--- config.mk ---
export PLATFORM = sky130hd
export DESIGN_NAME = mulfp_pipe
export DESIGN_NICKNAME = d
export VERILOG_FILES = /design/src/rtl/mulfp_pipe.sv
export SDC_FILE = /design/constraint.sdc
export NUM_CORES = 1
export LEC_CHECK = 0
export CORE_MARGIN = 2
export CORE_UTILIZATION = 29
export CTS_CLUSTER_DIAMETER = 120
export DETAILED_ROUTE_END_ITERATION = 16
export GPL_TIMING_DRIVEN = 0
export PLACE_DENSITY = 0.46
export SLEW_MARGIN = 10
export SYNTH_ARGS = -nofsm -noshare
export SYNTH_HDL_FRONTEND = slang
export SYNTH_SLANG_ARGS = --single-unit
--- constraint.sdc ---
create_clock -name clk -period 10.6 [get_ports clk]
set_clock_uncertainty 0.1 [all_clocks]
set_input_delay 2.12 -clock clk [delete_from_list [all_inputs] [get_ports clk]]
set_output_delay 2.12 -clock clk [all_outputs]
set_load 0.05 [all_outputs]
--- src/rtl/mulfp_pipe.sv ---
// mulfp_pipe: 3-stage parametrised floating-point multiplier with valid/ready.
// Define MULFP_RNE_EN for round-to-nearest-even; otherwise results truncate.
module mulfp_pipe #(
   parameter int EXP_W = 5,
   parameter int MAN_W = 10,
   localparam int W = 1 + EXP_W + MAN_W
) (
   input  logic         clk,
   input  logic         rst,
   input  logic         in_valid,
   output logic         in_ready,
   input  logic [W-1:0] a_in,
   input  logic [W-1:0] b_in,
   output logic         out_valid,
   input  logic         out_ready,
   output logic [W-1:0] c_out,
   output logic         flag_ovf,
   output logic         flag_unf,
   output logic         flag_inv
);

   localparam int BIAS = 2**(EXP_W-1) - 1;
   localparam int EMAX = 2**EXP_W - 1;
   localparam int PW   = 2*MAN_W + 2;
   localparam int LZW  = $clog2(PW + 1);
   localparam int EW1  = EXP_W + 3;
   localparam int XW   = EXP_W + LZW + 2;
   localparam int PKW  = XW + MAN_W;

   localparam logic [EXP_W-1:0] EONES = '1;
   localparam logic [W-1:0] QNAN =
      {1'b0, EONES, 1'b1, {(MAN_W-1){1'b0}}};

   // handshake
   logic r_v1, r_v2, r_v3;
   logic w_adv1, w_adv2, w_adv3;

   assign w_adv3    = !r_v3 || out_ready;
   assign w_adv2    = !r_v2 || w_adv3;
   assign w_adv1    = !r_v1 || w_adv2;
   assign in_ready  = w_adv1 && !rst;
   assign out_valid = r_v3;

   // stage valid bits: load from upstream when the stage advances
   always_ff @(posedge clk) begin
      if (rst) begin
         r_v1 <= 1'b0;
         r_v2 <= 1'b0;
         r_v3 <= 1'b0;
      end else begin
         if (w_adv1) r_v1 <= in_valid;
         if (w_adv2) r_v2 <= r_v1;
         if (w_adv3) r_v3 <= r_v2;
      end
   end

   // stage 1: unpack and classify
   logic [EXP_W-1:0] w_ea, w_eb, w_eaf, w_ebf;
   logic [MAN_W-1:0] w_ma, w_mb;
   logic [MAN_W:0]   w_sa, w_sb;
   logic             w_az, w_bz, w_ai, w_bi, w_an, w_bn;
   logic             w_nan, w_inf, w_zero;
   logic [EW1-1:0]   w_esum;
   logic [PW-1:0]    w_prod;

   assign w_ea  = a_in[W-2 -: EXP_W];
   assign w_eb  = b_in[W-2 -: EXP_W];
   assign w_ma  = a_in[MAN_W-1:0];
   assign w_mb  = b_in[MAN_W-1:0];
   assign w_az  = (w_ea == '0) && (w_ma == '0);
   assign w_bz  = (w_eb == '0) && (w_mb == '0);
   assign w_ai  = (w_ea == EONES) && (w_ma == '0);
   assign w_bi  = (w_eb == EONES) && (w_mb == '0);
   assign w_an  = (w_ea == EONES) && (w_ma != '0);
   assign w_bn  = (w_eb == EONES) && (w_mb != '0);
   assign w_nan = w_an || w_bn || (w_ai && w_bz) || (w_bi && w_az);
   assign w_inf = !w_nan && (w_ai || w_bi);
   assign w_zero = !w_nan && !w_inf && (w_az || w_bz);
   // subnormals use effective exponent 1 and a zero hidden bit
   assign w_sa  = {(w_ea != '0), w_ma};
   assign w_sb  = {(w_eb != '0), w_mb};
   assign w_eaf = (w_ea == '0) ? EXP_W'(1) : w_ea;
   assign w_ebf = (w_eb == '0) ? EXP_W'(1) : w_eb;
   assign w_esum = EW1'(w_eaf) + EW1'(w_ebf) - EW1'(BIAS);
   assign w_prod = PW'(w_sa) * PW'(w_sb);

   logic                  r1_sign, r1_nan, r1_inf, r1_zero;
   logic signed [EW1-1:0] r1_exp;
   logic [PW-1:0]         r1_prod;

   // stage 1 register: class, biased exponent sum, raw product
   always_ff @(posedge clk) begin
      if (w_adv1) begin
         r1_sign <= a_in[W-1] ^ b_in[W-1];
         r1_nan  <= w_nan;
         r1_inf  <= w_inf;
         r1_zero <= w_zero;
         r1_exp  <= w_esum;
         r1_prod <= w_prod;
      end
   end

   // stage 2: leading-one detect over the full product
   logic [LZW-1:0] w_lz;
   logic [PW-1:0]  w_norm;
   logic [XW-1:0]  w_exp_n;

   // highest set bit wins, giving the leading-zero count
   always_comb begin
      w_lz = LZW'(PW);
      for (int i = 0; i < PW; i++) begin
         if (r1_prod[i]) w_lz = LZW'(PW - 1 - i);
      end
   end

   // leading one lands at the top bit; exponent counts from there
   assign w_norm  = r1_prod << w_lz;
   assign w_exp_n = {{(XW-EW1){r1_exp[EW1-1]}}, r1_exp}
                    + XW'(1) - XW'(w_lz);

   logic                 r2_sign, r2_nan, r2_inf, r2_zero;
   logic signed [XW-1:0] r2_exp;
   logic [PW-1:0]        r2_sig;

   // stage 2 register: normalised significand and exponent
   always_ff @(posedge clk) begin
      if (w_adv2) begin
         r2_sign <= r1_sign;
         r2_nan  <= r1_nan;
         r2_inf  <= r1_inf;
         r2_zero <= r1_zero;
         r2_exp  <= w_exp_n;
         r2_sig  <= w_norm;
      end
   end

   // stage 3: denormalise, round, pack
   logic [XW-1:0]    w_shx, w_e0, w_eres;
   logic             w_sub, w_big;
   logic [PW-1:0]    w_den;
   logic [MAN_W-1:0] w_man;
   logic [PKW-1:0]   w_pk;
`ifdef MULFP_RNE_EN
   logic             w_lost, w_grd, w_stk, w_inc;
`endif

   // right-shift into the subnormal range, then round into the packed word
   always_comb begin
      w_sub = r2_exp[XW-1] || (r2_exp == '0);
      w_shx = XW'(1) - r2_exp;
      w_big = w_shx > XW'(PW);
      w_den = r2_sig;
      if (w_sub) begin
         if (w_big) w_den = '0;
         else       w_den = r2_sig >> w_shx[LZW-1:0];
      end
      w_e0  = w_sub ? '0 : r2_exp;
      w_man = w_den[PW-2 -: MAN_W];
`ifdef MULFP_RNE_EN
      w_lost = 1'b0;
      if (w_sub) begin
         for (int i = 0; i < PW; i++) begin
            if (w_big || (LZW'(i) < w_shx[LZW-1:0]))
               w_lost = w_lost | r2_sig[i];
         end
      end
      w_grd = w_den[PW-2-MAN_W];
      w_stk = (|w_den[PW-3-MAN_W:0]) | w_lost;
      w_inc = w_grd && (w_stk || w_man[0]);
      // carry out of the mantissa ripples into the exponent field
      w_pk  = {w_e0, w_man} + PKW'(w_inc);
`else
      w_pk  = {w_e0, w_man};
`endif
      w_eres = w_pk[PKW-1:MAN_W];
   end

   logic [W-1:0] w_c;
   logic         w_ovf, w_unf, w_inv;

   // special cases override the arithmetic result
   always_comb begin
      w_c   = '0;
      w_ovf = 1'b0;
      w_unf = 1'b0;
      w_inv = 1'b0;
      if (r2_nan) begin
         w_c   = QNAN;
         w_inv = 1'b1;
      end else if (r2_inf) begin
         w_c = {r2_sign, EONES, {MAN_W{1'b0}}};
      end else if (r2_zero) begin
         w_c = {r2_sign, {(W-1){1'b0}}};
      end else if (w_eres >= XW'(EMAX)) begin
         w_c   = {r2_sign, EONES, {MAN_W{1'b0}}};
         w_ovf = 1'b1;
      end else begin
         w_c   = {r2_sign, w_eres[EXP_W-1:0], w_pk[MAN_W-1:0]};
         w_unf = (w_eres == '0);
      end
   end

   logic [W-1:0] r_c;
   logic         r_ovf, r_unf, r_inv;

   // stage 3 register: output word and flags, held while stalled
   always_ff @(posedge clk) begin
      if (rst) begin
         r_c   <= '0;
         r_ovf <= 1'b0;
         r_unf <= 1'b0;
         r_inv <= 1'b0;
      end else if (w_adv3) begin
         r_c   <= w_c;
         r_ovf <= w_ovf;
         r_unf <= w_unf;
         r_inv <= w_inv;
      end
   end

   assign c_out    = r_c;
   assign flag_ovf = r_ovf;
   assign flag_unf = r_unf;
   assign flag_inv = r_inv;

endmodule

==> results.py, run 1 <==
metrics = {
    "clock_tree": {
        "root_buffer": "clkbuf_16",
        "tritoncts": "built",
        "cts_buffer_depth": 2,
        "htreeDepth": 3,
        "cts_sinks": 79,
        "clk_latency_ns": 0.35,
        "cts_buffers": 9,
        "cts.clk_slew.worst_paths_ns": 0.07,
        "hold_buffers": 0,
        "post_cts_buffers": 0,
        "post_cts_resized": 0,
    },
    "global_route": {
        "grt_pass1_wl_um": 35700,
        "grt_antenna_before_repair": 0,
        "overflow": 0,
        "grt_max_degree": 34,
        "grt_pass1_vias": 7117,
        "grt_usage_pct": 13.9,
    },
    "yosys": {
        "synth_adder_area_share_pct": 29.9,
        "synth_cells": 971,
        "synth_commonest_cells": "inv_1, nand2_1, fa_1, ha_1, nor2_1",
        "synth_area_sq_um": 8890,
        "avgSynthCellArea_sq_um": 9.15,
        "yosysWarningCount": 0,
        "synthXorXnorAreaFrac_pct": 2.74,
        "yosys.area.top_type": "edfxtp_1",
        "synthMuxAreaShare_pct": 5.31,
        "yosysMostFrequentCell": "inv_1",
        "synthDistinctLibCells": 68,
        "synth-compound-area-share_pct": 13.1,
        "ys.flop_type": "edfxtp_1",
        "ys_seq_area_share_pct": 24.2,
        "synth_top_family_by_area": "adder cells",
        "ys_top_cells_by_area": "edfxtp_1, fa_1, ha_1",
        "synthSimpleGateAreaFrac_pct": 16.8,
        "synth_edf_count": 57,
        "synthDominantCellAreaShare_pct": 19.3,
        "synth-seq-cells": 79,
        "async_flop_share_pct": 0,
        "syn-num-nets": 1170,
    },
    "critical_path": {
        "worstSetupPathType": "in2reg",
        "required_ns": 10.59,
        "cp-start-kind": "input pin",
        "crit_path_end_kind": "flop",
        "worstPathArrival_ns": 8.00,
        "critPathMaxFanout": 10,
    },
    "detailed_routing": {
        "antenna_left": 0,
        "num_vias": 6836,
        "drc": 0,
        "wl_um": 21100,
        "first_iter_violations": 357,
        "dr.pass1.iters": 5,
        "routedWlPerCell_um": 14.7,
        "via_per_inst": 4.75,
    },
    "placed_design": {
        "place_ws_ns": 2.15,
        "place_hpwl_um": 17400,
        "gp_congestion": 0.855,
        "io_buffers": 56,
    },
    "pwr": {
        "p_total_mw": 2.94,
        "p_leak_nw": 4.58,
        "powerDensity_nw_per_um2": 285,
        "ir_drop_mv": 0.0962,
    },
    "sta": {
        "setup_viol": 0,
        "finalWorstSetupSlack_ns": 2.59,
        "rsz0062_at_grt": "no",
        "hold_violations": 0,
        "post-route-period-util_pct": 75.6,
        "slew_viol_final": 0,
        "tightest_slew_ns": 0.974,
        "period_needed_ns": 8.01,
        "finalSetupTns_ns": 0,
        "slew_headroom_pct": 34.9,
        "max_freq_ghz": 0.125,
    },
    "cells_and_area": {
        "n_antenna_cell": 0,
        "syn2layout_area_growth_pct": 15.9,
        "layout.nets": 1238,
        "drive_gt1_share_pct": 3.93,
        "num-fill-cells": 3162,
    },
    "run": {
        "maxCapViolCount": 0,
    },
    "die": {
        "core_sq_um": 30300,
        "start_util_pct": 29.3,
        "io-pin-count": 57,
        "die_width_um": 179,
        "num_rows": 64,
        "fp.dieH_um": 179,
        "dieArea_sq_um": 32100,
    },
    "run_status": {
        "status": "completed",
    },
    "hold_path": {
        "holdCritPathClass": "reg2reg",
    },
}
==> worst paths after layout <==
path,endpoint,start,depth (start not counted),slack (ns)
hold reg to reg,r2_zero$_DFFE_PP_,r1_zero$_DFFE_PN_,0,0.32
hold / removal,r2_zero$_DFFE_PP_,r1_zero$_DFFE_PN_,0,0.32
setup reg to reg,r2_exp[10]$_DFFE_PP_,r1_prod[8]$_DFFE_PN_,15,6.66
setup / recovery,r1_prod[21]$_DFFE_PN_,b_in[14],20,2.59
==> state kept, by name, summed over array words and instances, names as in the netlist, 7 cells and up <==
name     cells
r1_exp       7
c_out       16
r1_prod     22
r2_exp       9
r2_sig      11
==> placed cells by master (no fill, tap or decap), drive strengths merged, types with 9 or more instances in the layout <==
cell and instances:
clkbuf 49, and2 61, a31oi 11, dfxtp 22, mux2i 37, ha 81
nor2 70, inv 140, nor3 14, nand3 14, clkdlybuf4s50 56, nand2 94
xnor2 22, edfxtp 57, nor4 9, a22oi 13, a211oi 13, a21oi 40
fa 82, a21o 13, o21ai 35
==> worst max-delay path, cell delays in order <==
cell,delay [ns]
clkdlybuf4s50_1,0.44
nor3_1,0.36
nand2_1,0.13
clkbuf_1,0.26
and2_1,0.25
fa_1,0.53
inv_1,0.05
fa_1,0.50
fa_1,0.52
fa_1,0.52
fa_1,0.54
inv_1,0.04
ha_1,0.35
a21o_1,0.20
or3_1,0.33
o211ai_1,0.23
a31oi_1,0.16
a21o_1,0.20
a21oi_1,0.16
xnor2_1,0.08
==> cell type report <==
cell class,instances,area (sq um),area share [%]
Buffer,46,190,1.85
Clock buffer,9,225,2.19
Clock inverter,7,109,1.06
Inverter,137,514,4.99
Multi-Input combinational cell,709,6040,58.6
Sequential cell,79,2150,20.9
Tap cell,396,495,4.81
Timing Repair Buffer,57,581,5.63
==> power by group <==
part           internal, mW  switching (mW)
clock                 0.212           0.140
sequential            0.523           0.114
combinational         0.846            1.10
total                  1.58            1.36
==> cell families (layout without fill, tap and decap cells) <==
group | Yosys count | in the layout
mux | 42 | 42
xor+xnor | 27 | 27
buf+inv | 183 | 256
compound gates | 175 | 175
flops | 79 | 79
simple gates | 302 | 302
fa+ha+maj | 163 | 163
==> stage by stage <==
| stage | std cells | area (sq um) | hold WS, ns | utilization (%) |
|---|---|---|---|---|
| floorplan | 971 | 8890 | 0.300 | - |
| global placement | 1423 | 9940 | 0.303 | 32.8 |
| detailed placement | 1424 | 9970 | 0.306 | 32.8 |
| CTS | 1440 | 10300 | 0.323 | 34.0 |
| global route | 1440 | 10300 | 0.340 | 34.0 |
| finish | 1440 | 10300 | 0.320 | 34.0 |
==> routing by layer <==
metal / track usage (%) / up-vias / wire length, um
li1: - / 3445 / -
met1: 17.9 / 3275 / 9970
met2: 24.9 / 96 / 10400
met3: 1.31 / 20 / 469
met4: 3.29 / 0 / 318
met5: 0 / - / 0
(Power assumes the default switching activity.)
==> run 2: changes to the inputs <==
--- a/config.mk
+++ b/config.mk
@@ -10,7 +10,7 @@
 export CTS_CLUSTER_DIAMETER = 120
 export DETAILED_ROUTE_END_ITERATION = 16
 export GPL_TIMING_DRIVEN = 0
-export PLACE_DENSITY = 0.46
+export PLACE_DENSITY = 0.47
 export SLEW_MARGIN = 10
 export SYNTH_ARGS = -nofsm -noshare
 export SYNTH_HDL_FRONTEND = slang
==> constraint.sdc (replaced) <==
create_clock -name clk -period 6.7 [get_ports clk]
set_clock_uncertainty 0.1 [all_clocks]
set_input_delay 1.34 -clock clk [delete_from_list [all_inputs] [get_ports clk]]
set_output_delay 1.34 -clock clk [all_outputs]
set_load 0.05 [all_outputs]
==> results.py, run 2 (synthesis gave the netlist of run 1 again) <==
metrics = {
    "run_status": {
        "status": "completed",
    },
    "critical_path": {
        "crit_path_end_kind": "flop",
        "reg2reg_depth": 15,
        "reg2reg_to": "r2_exp[10]$_DFFE_PP_",
        "r2r_slack_ns": 2.70,
        "crit_chain": "clkdlybuf4s50_1, buf_6, nand2_1, fa_1, fa_1, fa_1, fa_1, inv_1, fa_1, ha_4, a21o_1, a21o_1, or3_4, o211ai_1, a31oi_1, a21o_1, a21oi_2, xnor2_1",
        "cp-start-kind": "input pin",
        "critPathMaxFanout": 10,
        "required_ns": 6.69,
        "slowest_delay_ns": 0.58,
        "r2r-start": "r1_prod[8]$_DFFE_PN_",
        "worstSetupPathType": "in2reg",
        "crit_slowest_cell": "clkdlybuf4s50_1",
        "timing.critical_path.mode_cell": "fa_1",
        "worstPathArrival_ns": 6.52,
    },
    "global_route": {
        "overflow": 0,
        "grt_antenna_before_repair": 0,
        "grt_pass1_wl_um": 36200,
        "grt_usage_pct": 14.0,
        "grt_max_degree": 34,
        "grt_pass1_vias": 7049,
    },
    "cells_and_area": {
        "drive_gt1_share_pct": 8.13,
        "largest_reg_flops": 22,
        "final_cells": 1454,
        "n_antenna_cell": 0,
        "syn2layout_area_growth_pct": 19.5,
        "final_design_area_no_fill_sq_um": 10600,
        "layout.nets": 1252,
        "mostFrequentLayoutCells": "inv_1, nand2_1, fa_1, ha_1, nor2_1",
        "layout_commonest_cell": "inv_1",
        "top_register": "r1_prod",
        "num-fill-cells": 3100,
    },
    "sta": {
        "tightest_slew_ns": 0.946,
        "slew_viol_final": 0,
        "setup_viol": 0,
        "period_needed_ns": 6.53,
        "holdWs_ns": 0.322,
        "hold_violations": 0,
        "finalWorstSetupSlack_ns": 0.170,
        "finalSetupTns_ns": 0,
        "rsz0062_at_grt": "no",
        "max_freq_ghz": 0.153,
        "post-route-period-util_pct": 97.5,
        "slew_headroom_pct": 36.8,
    },
    "die": {
        "dieArea_sq_um": 32100,
        "die_width_um": 179,
        "start_util_pct": 29.3,
        "fp.dieH_um": 179,
        "core_sq_um": 30300,
        "num_rows": 64,
        "io-pin-count": 57,
    },
    "pwr": {
        "p_leak_nw": 4.81,
        "powerDensity_nw_per_um2": 447,
        "ir_drop_mv": 0.179,
    },
    "clock_tree": {
        "tritoncts": "built",
        "cts_buffers": 9,
        "cts_sinks": 79,
        "cts.clk_slew.worst_paths_ns": 0.07,
        "htreeDepth": 3,
        "root_buffer": "clkbuf_16",
        "cts_buffer_depth": 2,
        "clk_latency_ns": 0.34,
    },
    "detailed_routing": {
        "num_vias": 6869,
        "first_iter_violations": 379,
        "routedWlPerCell_um": 14.6,
        "antenna_left": 0,
        "via_per_inst": 4.72,
        "dr.pass1.iters": 5,
        "drc": 0,
        "wl_um": 21300,
    },
    "hold_path": {
        "worst_hold_path.endpoint": "r2_sign$_DFFE_PP_",
        "hp-start": "r1_sign$_DFFE_PN_",
        "worst_hold_path.num_cells": 0,
        "holdCritPathClass": "reg2reg",
    },
    "placed_design": {
        "place_hpwl_um": 17400,
        "gp_congestion": 0.859,
        "place_ws_ns": -0.931,
        "dp_cells": 1424,
        "dpl_cell_area_sq_um": 9970,
        "io_buffers": 56,
    },
    "run": {
        "maxCapViolCount": 0,
    },
}
-- run 2: cell types whose count changed in the layout (fill, tap and decap cells not counted), moves of 4 or more --
| cell | delta |
|---|---|
| clkbuf_1 | -20 |
| buf_4 | +17 |
| buf_6 | +12 |
| clkdlybuf4s50_1 | -10 |
| dlymetal6s2s_1 | +7 |
| ha_1 | -4 |
-- run 2: per-layer routing --
| metal | share of wire (%) | track usage (%) | wire, um | vias up |
|---|---|---|---|---|
| met2 | 50 | 24.4 | 10500 | 87 |
| met5 | 0 | 0 | 0 | - |
| met1 | 47 | 18.9 | 10000 | 3308 |
| met4 | 1.0 | 2.95 | 218 | 0 |
| li1 | - | - | - | 3462 |
| met3 | 2.2 | 1.42 | 468 | 12 |
-- run 2: worst max-delay path by stage --
stage                     cells past startpoint                     to  slack [ns]     start
final                                        18  r1_prod[21]$_DFFE_PN_        0.17   b_in[9]
after CTS                                    20  r1_prod[21]$_DFFE_PN_       0.003   b_in[3]
after detailed placement                     20  r1_prod[21]$_DFFE_PN_       -0.93  b_in[14]
after global placement                       20  r1_prod[21]$_DFFE_PN_       -0.93  b_in[14]
after global routing                         21  r1_prod[21]$_DFFE_PN_       0.003  b_in[14]
after floorplan                              19  r1_prod[21]$_DFFE_PN_        0.05  b_in[14]
-- run 2: worst max-delay path: cells and delay by family --
family,cells,cell delay [ns]
AND/OR/NAND/NOR,2,0.41
adder cells (fa/ha/maj),6,2.77
XOR/XNOR,1,0.07
buffers and inverters,3,0.81
AO/OA/AOI/OAI,6,1.11
-- run 2: power by group --
part	internal [mW]	total [mW]	switching, mW
clock network	0.335	0.552	0.217
logic	1.43	3.19	1.76
registers	0.827	1.00	0.176
total	2.59	4.74	2.16
-- run 2: final cells by class --
class                           count  area [sq um]  area share, %
Sequential cell                    79          2150           20.3
Multi-Input combinational cell    709          6100           57.5
Inverter                          137           514           4.84
Clock inverter                      7           113           1.06
Tap cell                          396           495           4.67
Buffer                             45           307           2.89
Timing Repair Buffer               72           707           6.66
Clock buffer                        9           225           2.12
-- run 2: timing repair --
item	CTS	global route
pin swaps	10	6
hold buffers	0	0
buffers inserted	2	13
gates resized for setup	33	68
setup endpoints to repair	8	5
-- run 2: metrics by stage --
| stage | total power, mW | util (%) |
|---|---|---|
| 3_5_place_dp | 4.09 | 32.8 |
| 6_report | 4.74 | 35.0 |
| 5_1_grt | 5.25 | 35.0 |
| 2_1_floorplan | 3.39 | - |
| 3_3_place_gp | 4.10 | 32.8 |
| 4_1_cts | 4.76 | 34.3 |
==> run 3: changes to the inputs <==
--- a/config.mk
+++ b/config.mk
@@ -6,11 +6,12 @@
 export NUM_CORES = 1
 export LEC_CHECK = 0
 export CORE_MARGIN = 2
-export CORE_UTILIZATION = 29
+export CORE_UTILIZATION = 55
 export CTS_CLUSTER_DIAMETER = 120
 export DETAILED_ROUTE_END_ITERATION = 16
 export GPL_TIMING_DRIVEN = 0
-export PLACE_DENSITY = 0.47
+export PLACE_DENSITY = 0.79
+export SKIP_LAST_GASP = 1
 export SLEW_MARGIN = 10
 export SYNTH_ARGS = -nofsm -noshare
 export SYNTH_HDL_FRONTEND = slang
==> results.py, run 3 (synthesis gave the netlist of run 1 again) <==
metrics = {
    "clock_tree": {
        "cts_buffer_depth": 2,
        "htreeDepth": 3,
        "cts_sinks": 79,
        "hold_buffers": 0,
        "tritoncts": "built",
        "cts_buffers": 9,
        "root_buffer": "clkbuf_16",
        "cts.clk_slew.worst_paths_ns": 0.06,
        "clk_latency_ns": 0.35,
    },
    "pwr": {
        "p_leak_nw": 4.89,
        "ir_drop_mv": 0.218,
        "p_total_mw": 4.77,
        "powerDensity_nw_per_um2": 451,
    },
    "critical_path": {
        "r2r-start": "r1_prod[8]$_DFFE_PN_",
        "crit_path_end_kind": "flop",
        "crit_slowest_cell": "nor3_4",
        "timing.critical_path.mode_cell": "buf_4",
        "reg2reg_depth": 15,
        "reg2reg_to": "r2_exp[10]$_DFFE_PP_",
        "r2r_slack_ns": 2.77,
        "required_ns": 6.69,
        "worstPathArrival_ns": 6.68,
        "cp-start-kind": "input pin",
        "critPathMaxFanout": 3,
        "slowest_delay_ns": 0.26,
        "worstSetupPathType": "in2reg",
    },
    "detailed_routing": {
        "wl_um": 21300,
        "first_iter_violations": 699,
        "drc": 0,
        "num_vias": 7526,
        "antenna_left": 0,
        "via_per_inst": 5.77,
        "dr.pass1.iters": 5,
        "routedWlPerCell_um": 16.4,
    },
    "sta": {
        "holdWs_ns": 0.320,
        "max_freq_ghz": 0.150,
        "slew_viol_final": 0,
        "post-route-period-util_pct": 99.8,
        "setup_viol": 0,
        "tightest_slew_ns": 1.00,
        "hold_violations": 0,
        "period_needed_ns": 6.69,
        "slew_headroom_pct": 32.9,
    },
    "placed_design": {
        "io_buffers": 56,
        "gp_congestion": 0.946,
        "place_hpwl_um": 15900,
        "dpl_cell_area_sq_um": 9720,
    },
    "global_route": {
        "grt_pass1_wl_um": 35000,
        "grt_max_degree": 35,
        "grt_pass1_vias": 7552,
        "grt_antenna_before_repair": 0,
        "grt_usage_pct": 24.5,
        "overflow": 0,
    },
    "hold_path": {
        "holdCritPathClass": "reg2reg",
        "worst_hold_path.num_cells": 0,
        "worst_hold_path.endpoint": "r2_zero$_DFFE_PP_",
        "hp-start": "r1_zero$_DFFE_PN_",
    },
    "cells_and_area": {
        "layout.nets": 1283,
        "largest_reg_flops": 22,
        "n_antenna_cell": 0,
        "final_design_area_no_fill_sq_um": 10600,
        "mostFrequentLayoutCells": "inv_1, nand2_1, fa_1, ha_1, nor2_1",
        "final_core_util_pct": 66.8,
        "drive_gt1_share_pct": 11.0,
        "layout_commonest_cell": "inv_1",
        "top_register": "r1_prod",
        "syn2layout_area_growth_pct": 18.9,
    },
    "run": {
        "maxCapViolCount": 0,
    },
    "die": {
        "start_util_pct": 56.2,
        "core_sq_um": 15800,
        "io-pin-count": 57,
        "dieArea_sq_um": 17200,
        "die_width_um": 131,
        "num_rows": 46,
        "fp.dieH_um": 131,
    },
    "run_status": {
        "status": "completed",
    },
}
-- run 3: worst max-delay path by stage --
stage | cells past startpoint | slack (ns) | start | endpoint
CTS | 20 | 0.007 | b_in[10] | r1_prod[21]$_DFFE_PN_
global placement | 20 | -0.83 | b_in[14] | r1_prod[21]$_DFFE_PN_
finish | 43 | 0.01 | b_in[14] | r1_inf$_DFFE_PN_
floorplan | 19 | 0.05 | b_in[14] | r1_prod[21]$_DFFE_PN_
detailed placement | 20 | -0.91 | b_in[14] | r1_prod[21]$_DFFE_PN_
global route | 20 | -0.08 | a_in[4] | r1_prod[20]$_DFFE_PN_
-- run 3: worst max-delay path, delay by kind of cell --
family                 cells  cell delay, ns
buffers and inverters     37            4.58
AND/OR/NAND/NOR            5            0.62
AO/OA/AOI/OAI              1            0.16
-- run 3: metrics by stage --
step	TNS, ns	setup WS (ns)	cells
floorplan	0	0.0518	971
global placement	-4.08	-0.827	1243
detailed placement	-4.57	-0.905	1243
CTS	0	0.00727	1295
global route	-0.157	-0.0783	1305
finish	0	0.0128	1305
-- run 3: metal layers --
layer  vias to the layer above  part of all wire (%)  track usage (%)
li1                       3530                     -                -
met1                      3684                    41             29.9
met2                       250                    51             44.2
met3                        62                   4.1             2.66
met4                         0                   3.4             10.2
met5                         -                     0                0
-- run 3: report_power, final --
| group | switching [mW] | internal, mW |
|---|---|---|
| sequential | 0.173 | 0.827 |
| clock | 0.201 | 0.293 |
| combinational | 1.83 | 1.44 |
| total | 2.20 | 2.56 |
-- run 3: cell type report --
class,instances,area [sq um]
inverters,137,514
plain buffers,45,303
fillers,1212,5260
clock buffers,11,233
flip-flops and latches,79,2150
clock inverters,5,65.1
repair buffers,103,913
multi-input cells,709,6120
well taps,216,270
-- run 3: timing repair --
item,CTS,global route
buffers inserted,37,10
gates resized for setup,32,79
pin swaps,10,11
setup endpoints to repair,7,7
